===== config.mk =====
export PLATFORM = sky130hd
export DESIGN_NAME = pe_seq_master
export DESIGN_NICKNAME = d
export VERILOG_FILES = /design/src/rtl/pe_seq_master.sv
export SDC_FILE = /design/constraint.sdc
export NUM_CORES = 1
export LEC_CHECK = 0
export ABC_AREA = 1
export BUFFER_PORTS_ARGS = -buffer_cell sky130_fd_sc_hd__buf_2
export CAP_MARGIN = 5
export CORE_MARGIN = 4
export CORE_UTILIZATION = 45
export DETAILED_ROUTE_END_ITERATION = 10
export GPL_TIMING_DRIVEN = 0
export PLACE_DENSITY = 0.73
export SLEW_MARGIN = 0
export SYNTH_ARGS = -nofsm -noshare
export SYNTH_HDL_FRONTEND = slang
export SYNTH_SLANG_ARGS = --single-unit

===== constraint.sdc =====
create_clock -name clk -period 2.85 [get_ports clk]
set_clock_uncertainty 0.1 [all_clocks]
set_input_delay 0.7125 -clock clk [delete_from_list [all_inputs] [get_ports clk]]
set_output_delay 0.7125 -clock clk [all_outputs]
set_load 0.02 [all_outputs]

===== src/rtl/pe_seq_master.sv =====
// pe_seq_master: bus-initiator sequencer for the PE accelerator word port.
//
// Accepts a job (length, mode, optional accumulator clear). For each operand
// pair it writes A, B and a CTRL start. It then polls STATUS until bit0 is
// set or the poll budget runs out. After the last pair it reads RES and
// presents it on a valid/ready result port.
//
// Ports:
//   clk, reset               clock; asynchronous active-low reset
//   cmd_*                    job command (valid/ready, len, mode, clear)
//   op_*                     operand stream (A unsigned, B signed)
//   res_*                    result word + timeout error flag (valid/ready)
//   busy_o                   high whenever not idle
//   req_o/wen_o/addr_o/wdata_o/rdata_i
//                            PE SRAM-like word port. rdata_i arrives one
//                            cycle after a read address.
module pe_seq_master #(
  parameter int ADDR_W       = 3,
  parameter int CNT_W        = 16,
  parameter int POLL_TIMEOUT = 1024
) (
  input  logic              clk,
  input  logic              reset,
  input  logic              cmd_valid_i,
  output logic              cmd_ready_o,
  input  logic [CNT_W-1:0]  cmd_len_i,
  input  logic              cmd_mode_i,
  input  logic              cmd_clear_i,
  input  logic              op_valid_i,
  output logic              op_ready_o,
  input  logic [7:0]        op_a_i,
  input  logic [7:0]        op_b_i,
  output logic              res_valid_o,
  input  logic              res_ready_i,
  output logic [31:0]       res_data_o,
  output logic              res_err_o,
  output logic              busy_o,
  output logic              req_o,
  output logic [3:0]        wen_o,
  output logic [ADDR_W-1:0] addr_o,
  output logic [31:0]       wdata_o,
  input  logic [31:0]       rdata_i
);

  localparam int PC_W = $clog2(POLL_TIMEOUT + 1);
  localparam logic [PC_W-1:0] POLL_MAX = PC_W'(POLL_TIMEOUT);

  localparam logic [ADDR_W-1:0] ADDR_A      = ADDR_W'(0);
  localparam logic [ADDR_W-1:0] ADDR_B      = ADDR_W'(1);
  localparam logic [ADDR_W-1:0] ADDR_CTRL   = ADDR_W'(2);
  localparam logic [ADDR_W-1:0] ADDR_RES    = ADDR_W'(3);
  localparam logic [ADDR_W-1:0] ADDR_STATUS = ADDR_W'(4);

  typedef enum logic [3:0] {
    S_IDLE, S_CLEAR, S_WR_A, S_WR_B, S_WR_CTRL, S_SETTLE,
    S_POLL_REQ, S_POLL_CHK, S_RD_RES, S_RD_CAP, S_RESULT
  } state_t;

  state_t           state;
  logic [CNT_W-1:0] pair_cnt;
  logic [PC_W-1:0]  poll_cnt;
  logic [7:0]       b_lat;
  logic             mode_q;
  logic             err_q;

  always_ff @(posedge clk or negedge reset) begin
    if (!reset) begin
      state      <= S_IDLE;
      pair_cnt   <= '0;
      poll_cnt   <= '0;
      b_lat      <= '0;
      mode_q     <= 1'b0;
      err_q      <= 1'b0;
      res_data_o <= '0;
      res_err_o  <= 1'b0;
    end else begin
      // Poll budget runs from the start write. It counts every cycle from
      // SETTLE onward and saturates, so the check never wraps.
      if (state == S_WR_CTRL)
        poll_cnt <= '0;
      else if ((state == S_SETTLE || state == S_POLL_REQ || state == S_POLL_CHK)
               && poll_cnt != POLL_MAX)
        poll_cnt <= poll_cnt + 1'b1;

      case (state)
        S_IDLE: if (cmd_valid_i) begin
          pair_cnt <= cmd_len_i;
          mode_q   <= cmd_mode_i;
          if (cmd_clear_i)              state <= S_CLEAR;
          else if (cmd_len_i != '0)     state <= S_WR_A;
          else                          state <= S_RD_RES;
        end
        S_CLEAR:   state <= (pair_cnt != '0) ? S_WR_A : S_RD_RES;
        S_WR_A: if (op_valid_i) begin
          b_lat <= op_b_i;
          state <= S_WR_B;
        end
        S_WR_B:     state <= S_WR_CTRL;
        S_WR_CTRL:  state <= S_SETTLE;
        // Gap before the first STATUS read: the start pulse must have
        // dropped the slave's sticky valid bit.
        S_SETTLE:   state <= S_POLL_REQ;
        S_POLL_REQ: state <= S_POLL_CHK;
        S_POLL_CHK: begin
          if (rdata_i[0]) begin
            pair_cnt <= pair_cnt - 1'b1;
            state    <= (pair_cnt != CNT_W'(1)) ? S_WR_A : S_RD_RES;
          end else if (poll_cnt < POLL_MAX) begin
            state <= S_POLL_REQ;
          end else begin
            // Abort. The remaining operands are left for upstream to flush.
            err_q <= 1'b1;
            state <= S_RD_RES;
          end
        end
        S_RD_RES:   state <= S_RD_CAP;
        S_RD_CAP: begin
          res_data_o <= rdata_i;
          res_err_o  <= err_q;
          state      <= S_RESULT;
        end
        S_RESULT: if (res_ready_i) begin
          err_q <= 1'b0;
          state <= S_IDLE;
        end
        default:    state <= S_IDLE;
      endcase
    end
  end

  // Handshake flags decode the state register only. No input reaches them.
  assign cmd_ready_o = (state == S_IDLE);
  assign op_ready_o  = (state == S_WR_A);
  assign res_valid_o = (state == S_RESULT);
  assign busy_o      = (state != S_IDLE);

  // Bus drive. Idle cycles return every bus field to zero.
  always_comb begin
    req_o   = 1'b0;
    wen_o   = 4'b0000;
    addr_o  = '0;
    wdata_o = '0;
    case (state)
      S_CLEAR: begin
        req_o   = 1'b1;
        wen_o   = 4'b1111;
        addr_o  = ADDR_CTRL;
        wdata_o = {29'b0, 1'b1, mode_q, 1'b0};
      end
      S_WR_A: if (op_valid_i) begin
        req_o   = 1'b1;
        wen_o   = 4'b1111;
        addr_o  = ADDR_A;
        wdata_o = {24'b0, op_a_i};
      end
      S_WR_B: begin
        req_o   = 1'b1;
        wen_o   = 4'b1111;
        addr_o  = ADDR_B;
        wdata_o = {24'b0, b_lat};
      end
      S_WR_CTRL: begin
        req_o   = 1'b1;
        wen_o   = 4'b1111;
        addr_o  = ADDR_CTRL;
        wdata_o = {30'b0, mode_q, 1'b1};
      end
      S_POLL_REQ: begin
        req_o  = 1'b1;
        addr_o = ADDR_STATUS;
      end
      S_RD_RES: begin
        req_o  = 1'b1;
        addr_o = ADDR_RES;
      end
      default: ;
    endcase
  end

endmodule

== Word level (Yosys, flattened, before mapping) ==
Index checks and enable logic that the tools add are counted.

* Register bits after elaboration: 74

* Order comparisons: 1
* Add/subtract/negate cells: 2
* Eq/ne operators: 18
* Muxes and demuxes: 26
* Reductions and logical operators: 18

{| class="wikitable"
|+ Operator list
! cell !! count
|-
| $pmux 4 s11 || 1
|-
| $mux 4 || 10
|-
| $mux 16 || 2
|-
| $pmux 16 s2 || 1
|-
| $pmux 8 s4 || 1
|-
| $reduce_bool 16->1 || 2
|-
| $mux 11 || 2
|-
| $eq 4x3->1 const B || 4
|-
| $ne 16x1->1 const B || 1
|-
| $sub 16x1->16 const B || 1
|-
| $eq 4x4->1 const B || 3
|-
| $pmux 3 s4 || 1
|-
| $add 11x1->11 const B || 1
|-
| $lt 11x11->1 const B || 1
|-
| $ne 11x11->1 const B || 1
|-
| $ne 2x2->1 const B || 5
|-
| $eq 4x2->1 const B || 2
|-
| $mux 8 || 1
|-
| $pmux 4 s2 || 1
|-
| $reduce_and 3->1 || 2
|-
| $reduce_bool 2->1 || 3
|-
| $reduce_or 5->1 || 1
|-
| $eq 4x1->1 const B || 1
|-
| $logic_not 4->1 || 1
|-
| other kinds (10) || 16
|}

== Depth between registers and ports, before layout ==
Gate-level depths: netlist of the first run.

* Word-level depth: 6
* Gate-level depth with buffers: 11
* Depth with buffers taken out: 11

== Worst setup path before layout of the first run ==
No wires, ideal clock.

* Kind: reg-to-output
* Start: reg state[3]
* End: out wen_o[1]
* Arrival: 1.662 ns
* Required time: 2.037 ns
* Cell stages (with the launch flop): 8
* Buffers on the path: 2
* Slack: 0.376 ns
* Path through: dfrtp_1 nor2_1 inv_1 nor2_2 nand2_1 clkbuf_1 nand2_1 buf_4

* Elaborated cells between the ends (all ways): 6

{| class="wikitable"
|+ RTL lines
! what !! RTL line !! RTL
|-
| start: declaration || 59 || <nowiki>state_t state;</nowiki>
|-
| start signal: assignment || 93 || <nowiki>S_CLEAR: state <= (pair_cnt != '0) ? S_WR_A : S_RD_RES;</nowiki>
|-
| start signal: assignment || 107 || <nowiki>state <= (pair_cnt != CNT_W'(1)) ? S_WR_A : S_RD_RES;</nowiki>
|-
| $eq 4x2->1 || n/a ||
|-
| named net op_ready_o || 30 || <nowiki>output logic op_ready_o,</nowiki>
|-
| $pmux 4 s2 || 143 || <nowiki>case (state)</nowiki>
|-
| end: declaration || 39 || <nowiki>output logic [3:0] wen_o,</nowiki>
|}

The timed path passes the listed nets, and every way through them passes these cells.

== Worst setup path after layout of the first run ==
* Start: reg state[3]
* End: out wen_o[2]

* Word-level cells in the longest chain between the ends: 3
* Elaborated cells between the ends (all ways): 6

{| class="wikitable"
|+ RTL lines
! what !! RTL line
|-
| $eq 4x3->1, or another cell as far along || 143
|-
| $reduce_or 3->1 (no line) || n/a
|-
| $pmux 4 s2 * || 143
|}

Mark *: on every way between the ends. The rest lies on a longest branch, timed or not.

==> flow_summary.toml, run 1 <==
[route]
num_vias = 4190
drt-total-wl_um = 10800
drt-initial-drc-count = 231
ant_nets = 0
drc_errors = 0
drt-pass1-iter-count = 5
wl_per_cell_um = 12.5
vias_per_cell = 4.83

[layout]
fin_area_sq_um = 5360
nets = 828
syn_to_final_growth_pct = 26.3
antenna_cells = 0
multi_input_area_sq_um = 2030
drive_gt1_share_pct = 27.9
nFillCells = 908
fin_cells = 868
seqCellArea_sq_um = 1850

[cts]
cts_buffers = 9
holdBufCountCts = 0
clk_path_buf_depth = 2
root_buffer = "clkbuf_8"
cts_tree = "built"
cts.htree.levels = 3
clock_sinks = 74
clk_latency_ns = 0.35
clk_pin_slew_worst_paths_ns = 0.09

[pwr]
leakage_nw = 2.84
ir_worst_vdd_mv = 0.648
power_density_nw_per_um2 = 884

[grt]
antenna_found_initial = 0
globalRouteOverflowTotal = 0
grt_use_met3_pct = 3.71
grt_max_degree = 66
grt_pass1_wl_um = 18000
globalRouteMet2Util_pct = 32.4
grt_pass1_vias = 3908
grt_use_met1_pct = 26.0
grt_usage_pct = 19.8
grt.busiest_layer = "met2"

[timing]
fin_setup_tns_ns = 0
rsz0062_at_grt = "no"
min_period_ns = 2.67
finalHoldViolCount = 0
setup_viol = 0
maxSlewViolCount = 0
post-route-period-util_pct = 93.5
max_freq_mhz = 375

[logic_synthesis]
yosys_warnings = 0
ys.flop_type = "dfrtp_1"
synth_commonest_cells = "nand2_1 (228), dfrtp_1 (74), nor2_1 (71)"
synthCells = 592
async_flop_share_pct = 100
ys_seq_area_share_pct = 43.6
synth.top_cell.area_share_pct = 43.6
syn_avg_cell_area_sq_um = 7.18
netlist_area_sq_um = 4250
ys_top_cells_by_area = "dfrtp_1 (44%), nand2_1 (20%), nor2_1 (6.3%), buf_4 (5.1%), nand3_1 (3.8%)"
synth_edf_count = 0
synth_seq_cells = 74
synth_top_area_cell = "dfrtp_1"
yosysMostFrequentCell = "nand2_1"
yosysUniqueCellTypes = 32

[worst_setup_path]
required_ns = 2.04
rr_startpoint = "poll_cnt[0]"
endpoint_kind = "primary output"
critPathLaunch = "state[3]"
worstSetupPathType = "flop to primary output"
crit_fanout = 6
critPathLaunchType = "flop"
crit_arrival_ns = 1.85

[placement]
placed_cell_area_sq_um = 5120
portBuffers = 123
gp_congestion = 0.923
place_hpwl_um = 8250
dp_cells = 850

[floorplanning]
io_pins = 148
chipWidth_um = 105
coreArea_sq_um = 9200
start_util_pct = 46.2
dieArea_sq_um = 11100
die_height_um = 105
rows = 35

[job]
drv_cap = 0

[hold_path]
hold_path_class = "primary input to asynchronous set/reset pin"

[outcome]
outcome = "finished, final reports clean"
[sequential cells by signal, indices dropped and copies added, names as in the netlist]
| name | cells |
|---|---|
| poll_cnt | 11 |
| res_data_o | 32 |
| pair_cnt | 16 |
| err_q | 1 |
| mode_q | 1 |
| res_err_o | 1 |
| b_lat | 8 |
| state | 4 |
[metal layers]
| metal | part of all wire [%] | wire, um | vias up |
|---|---|---|---|
| met3 | 6.3 | 678 | 22 |
| met1 | 44 | 4780 | 1899 |
| met5 | 0 | 0 | - |
| met2 | 47 | 5140 | 151 |
| li1 | - | - | 2118 |
| met4 | 2.3 | 252 | 0 |
[through the flow]
stage,setup slack (ns),power (mW),hold slack [ns],utilization (%)
2_1_floorplan,0.376,3.20,0.317,-
3_3_place_gp,0.253,3.79,0.351,55.3
3_5_place_dp,0.230,3.86,0.354,55.7
4_1_cts,0.0242,4.75,0.0876,58.0
5_1_grt,0.0154,5.13,0.0899,58.3
6_report,0.184,4.74,0.0941,58.3
[critical path, stage by stage, from the launching register on]
cell and delay [ns]:
dfrtp_1 0.41, inv_1 0.07, nand2_2 0.13, inv_1 0.07, nand2_1 0.18, nand2_1 0.12, nor2_2 0.15, nand2_2 0.11
buf_4 0.14, buf_2 0.15
[timing repair]
item,CTS,global route
resized for setup,1,7
setup buffers,0,2
setup endpoints to repair,3,7
hold endpoints to repair,0,0
[report_power, final]
part,switching [mW],internal (mW),total [mW]
clock network,0.419,0.438,0.856
logic,1.46,0.804,2.26
registers,0.252,1.37,1.63
[cells in the final DEF (no fill, tap or decap), drive strengths merged]
cell,instances
nand3b,4
a21oi,10
a31oi,1
inv,46
a22o,5
buf,167
nor2,78
clkbuf,13
ha,5
o21ai,30
bufinv,1
nand4,3
xor2,7
dfrtp,74
o211ai,2
clkinv,4
nand2,234
conb,24
o22ai,3
o31ai,1
mux2,1
nor3,9
or2,3
nand3,32
[area by class of cell]
class	instances	share of cell area, %
clock buffers	10	2.57
multi-input cells	452	37.9
well taps	111	2.59
plain buffers	44	5.62
inverters	45	3.15
flip-flops and latches	74	34.5
clock inverters	6	1.38
repair buffers	126	12.3
[cell families after synthesis]
family          share of synthesized area (%)
simple gates                             34.9
buf+inv                                  11.0
flops                                    43.6
compound gates                           7.16
xor+xnor                                 1.44
fa+ha+maj                                1.47
other cells                            0.0883
mux                                     0.265
[worst paths after layout]
path                                       end  slack (ns)  depth (start not counted)
worst max-delay path                  wen_o[2]        0.18                          9
worst min-delay path               pair_cnt[5]        0.09                          1
worst max register to register     poll_cnt[6]        1.11                          8
worst min register to register   res_data_o[7]        0.37                          2
max in group asynchronous       res_data_o[31]        1.98                          2
min in group clk                 res_data_o[7]        0.37                          2
Power figures use the tool's default switching activity.
==> inputs of run 2 (changes only) <==
--- a/config.mk
+++ b/config.mk
@@ -5,14 +5,13 @@
 export SDC_FILE = /design/constraint.sdc
 export NUM_CORES = 1
 export LEC_CHECK = 0
-export ABC_AREA = 1
 export BUFFER_PORTS_ARGS = -buffer_cell sky130_fd_sc_hd__buf_2
 export CAP_MARGIN = 5
 export CORE_MARGIN = 4
 export CORE_UTILIZATION = 45
 export DETAILED_ROUTE_END_ITERATION = 10
 export GPL_TIMING_DRIVEN = 0
-export PLACE_DENSITY = 0.73
+export PLACE_DENSITY = 0.74
 export SLEW_MARGIN = 0
 export SYNTH_ARGS = -nofsm -noshare
 export SYNTH_HDL_FRONTEND = slang
==> run 2 against run 1 <==
Against the previous run: combinational power is 28% lower; utilization grew 0.51 points; non-clock buffer count unchanged; first-iteration DRC count shrank 18%; synthesized area fell by 6.1%; final cell count down 24%; largest cell class unchanged.
==> flow_summary.toml, run 2 <==
[worst_setup_path]
crit_fanout = 10
crit_arrival_ns = 1.95
critPathLaunchType = "flop"
rr_startpoint = "pair_cnt[1]"
worstPathCellList = "buf_2 > nor3_2 > a22oi_1 > nand2_1 > buf_2"
critPathLaunch = "state[3]"
max_stage_delay_ns = 0.52
cp_slowest_cell = "nor3_2"
worstSetupPathType = "flop to primary output"
r2r_end = "pair_cnt[10]"
required_ns = 2.04
endpoint_kind = "primary output"
crit_buf_inv = 2
critPathMostFrequentCell = "buf_2"
crit_end = "wdata_o[1]"
cp_top_family = "simple AND/OR/NAND/NOR gates"
reg2reg_depth = 7
ff2ff_setup_slack_ns = 0.66
crit_cells = 5

[pwr]
switching_share_pct = 39.3
seqPwrFrac_pct = 37.1
power.total_mw = 4.03
leakage_nw = 2.61
p_comb_share_pct = 40.4
p_clk_share_pct = 22.6
p_sw_mw = 1.58
power_density_nw_per_um2 = 790
ir_worst_vdd_mv = 0.357
internal_power_mw = 2.45

[cts]
clk_path_buf_depth = 2
cts_buffers = 9
cts.htree.levels = 3
clock_sinks = 74
clk_pin_slew_worst_paths_ns = 0.08
root_buffer = "clkbuf_8"
clk_latency_ns = 0.34
cts_tree = "built"
postCtsSetupBuffers = 0
holdBufCountCts = 0

[timing]
setup_viol = 0
max_freq_mhz = 362
finalHoldViolCount = 0
slew_headroom_pct = 61.9
min_period_ns = 2.76
post-route-period-util_pct = 96.9
fin_ws_ns = 0.0872
worstMarginPinSlew_ns = 0.569
fin_setup_tns_ns = 0
rsz0062_at_grt = "yes"
maxSlewViolCount = 0

[layout]
syn_to_final_growth_pct = 28.0
reg_top3 = "res_data_o x32, pair_cnt x16, poll_cnt x11"
antenna_cells = 0
largest_reg_flops = 32
drive_gt1_share_pct = 42.3
final_cell_mix = "buf_2 (131), dfrtp_1 (74), mux2_2 (41)"
nets = 627
nFillCells = 763
fin_area_sq_um = 5110
mostFrequentLayoutCell = "buf_2"
top_register = "res_data_o"

[logic_synthesis]
async_flop_share_pct = 100
yosysMostFrequentCell = "dfrtp_1"
ys_seq_area_share_pct = 46.4
synthCells = 394
syn_avg_cell_area_sq_um = 10.1
ys.flop_type = "dfrtp_1"
synth.top_cell.area_share_pct = 46.4
synth_top_area_cell = "dfrtp_1"
synth_edf_count = 0
ys_top_cells_by_area = "dfrtp_1 (46%), mux2_2 (12%), buf_4 (5.1%), a21oi_1 (3.1%), o21ai_0 (3.0%)"
synth_commonest_cells = "dfrtp_1 (74), mux2_2 (41), nand2_1 (29)"
synth_seq_cells = 74
netlist_area_sq_um = 3990
yosys_warnings = 0
yosysUniqueCellTypes = 59

[floorplanning]
io_pins = 148
start_util_pct = 46.0
die_height_um = 102
chipWidth_um = 102
rows = 34
dieArea_sq_um = 10400
coreArea_sq_um = 8680

[placement]
gp_congestion = 0.873
place_hpwl_um = 7480
placed_cell_area_sq_um = 4860
pre_cts_slack_ns = 0.224
portBuffers = 123

[grt]
grt_pass1_wl_um = 15200
grt_usage_pct = 18.3
grt_pass1_vias = 3237
grt_max_degree = 63
globalRouteOverflowTotal = 0
antenna_found_initial = 0

[hold_path]
hold_path_class = "primary input to asynchronous set/reset pin"

[route]
drc_errors = 0
drt-initial-drc-count = 189
wl_per_cell_um = 14.6
drt-pass1-iter-count = 4
num_vias = 3522
drt-total-wl_um = 9710
ant_nets = 0
vias_per_cell = 5.30

[outcome]
outcome = "finished, final reports clean"

[job]
drv_cap = 0
-- run 2: logic make-up after synthesis --
kind of cell             share of synthesized area, %
AND/OR/NAND/NOR                                  15.4
AO/OA/AOI/OAI                                    14.4
flip-flops                                       46.4
buffers and inverters                            8.25
multiplexers                                     12.4
XOR/XNOR                                         1.54
adder cells (fa/ha/maj)                          1.57
other                                          0.0940
-- run 2: timing repair --
item,4_1_cts,5_1_grt
pin swaps,0,1
gates resized for setup,5,7
setup endpoints to repair,12,12
-- run 2: worst min path at each step --
stage	to	cells past startpoint
after global placement	mode_q	1
after floorplan	b_lat[0]	0
final	mode_q	1
after global routing	b_lat[5]	1
after detailed placement	mode_q	1
after CTS	b_lat[5]	1
-- run 2: layer usage --
layer	track usage, %	routed length, um
met3	4.37	976
met4	4.54	95
met5	0	0
met2	30.2	4680
met1	24.4	3950
-- run 2: cell type report --
type                       instances  area (sq um)  area share (%)
inverter                           8          30.0           0.588
sequential                        74          1850            36.3
buffer                            46           304            5.95
timing repair buffer             124           646            12.6
tap                              108           135            2.65
clock inverter                     6          90.1            1.76
clock buffer                      10           138            2.70
multi-input combinational        288          1910            37.4
-- run 2: through the flow --
step                      utilization [%]  hold WS (ns)  std cells
final                                58.8         0.117        664
after global routing                 58.8        0.0992        664
after CTS                            58.7         0.101        664
after detailed placement             56.0         0.379        649
after global placement               55.6         0.371        648
after floorplan                         -         0.317        417
-- run 2: power by group through the flow --
| stage | logic, mW | registers [mW] | clock network (mW) |
|---|---|---|---|
| after floorplan | 1.18 | 1.44 | 0 |
| after global placement | 1.56 | 1.49 | 0 |
| after detailed placement | 1.60 | 1.50 | 0 |
| after CTS | 1.62 | 1.49 | 0.939 |
| after global routing | 1.80 | 1.53 | 0.985 |
| final | 1.63 | 1.49 | 0.910 |
-- run 2: worst register-to-register path: stages (launching register included) --
cell and delay, ns:
dfrtp_1 0.41, inv_1 0.13, ha_1 0.24, or4b_4 0.52, or2_4 0.27, o31a_1 0.24, o21ai_1 0.10, o21ai_1 0.07
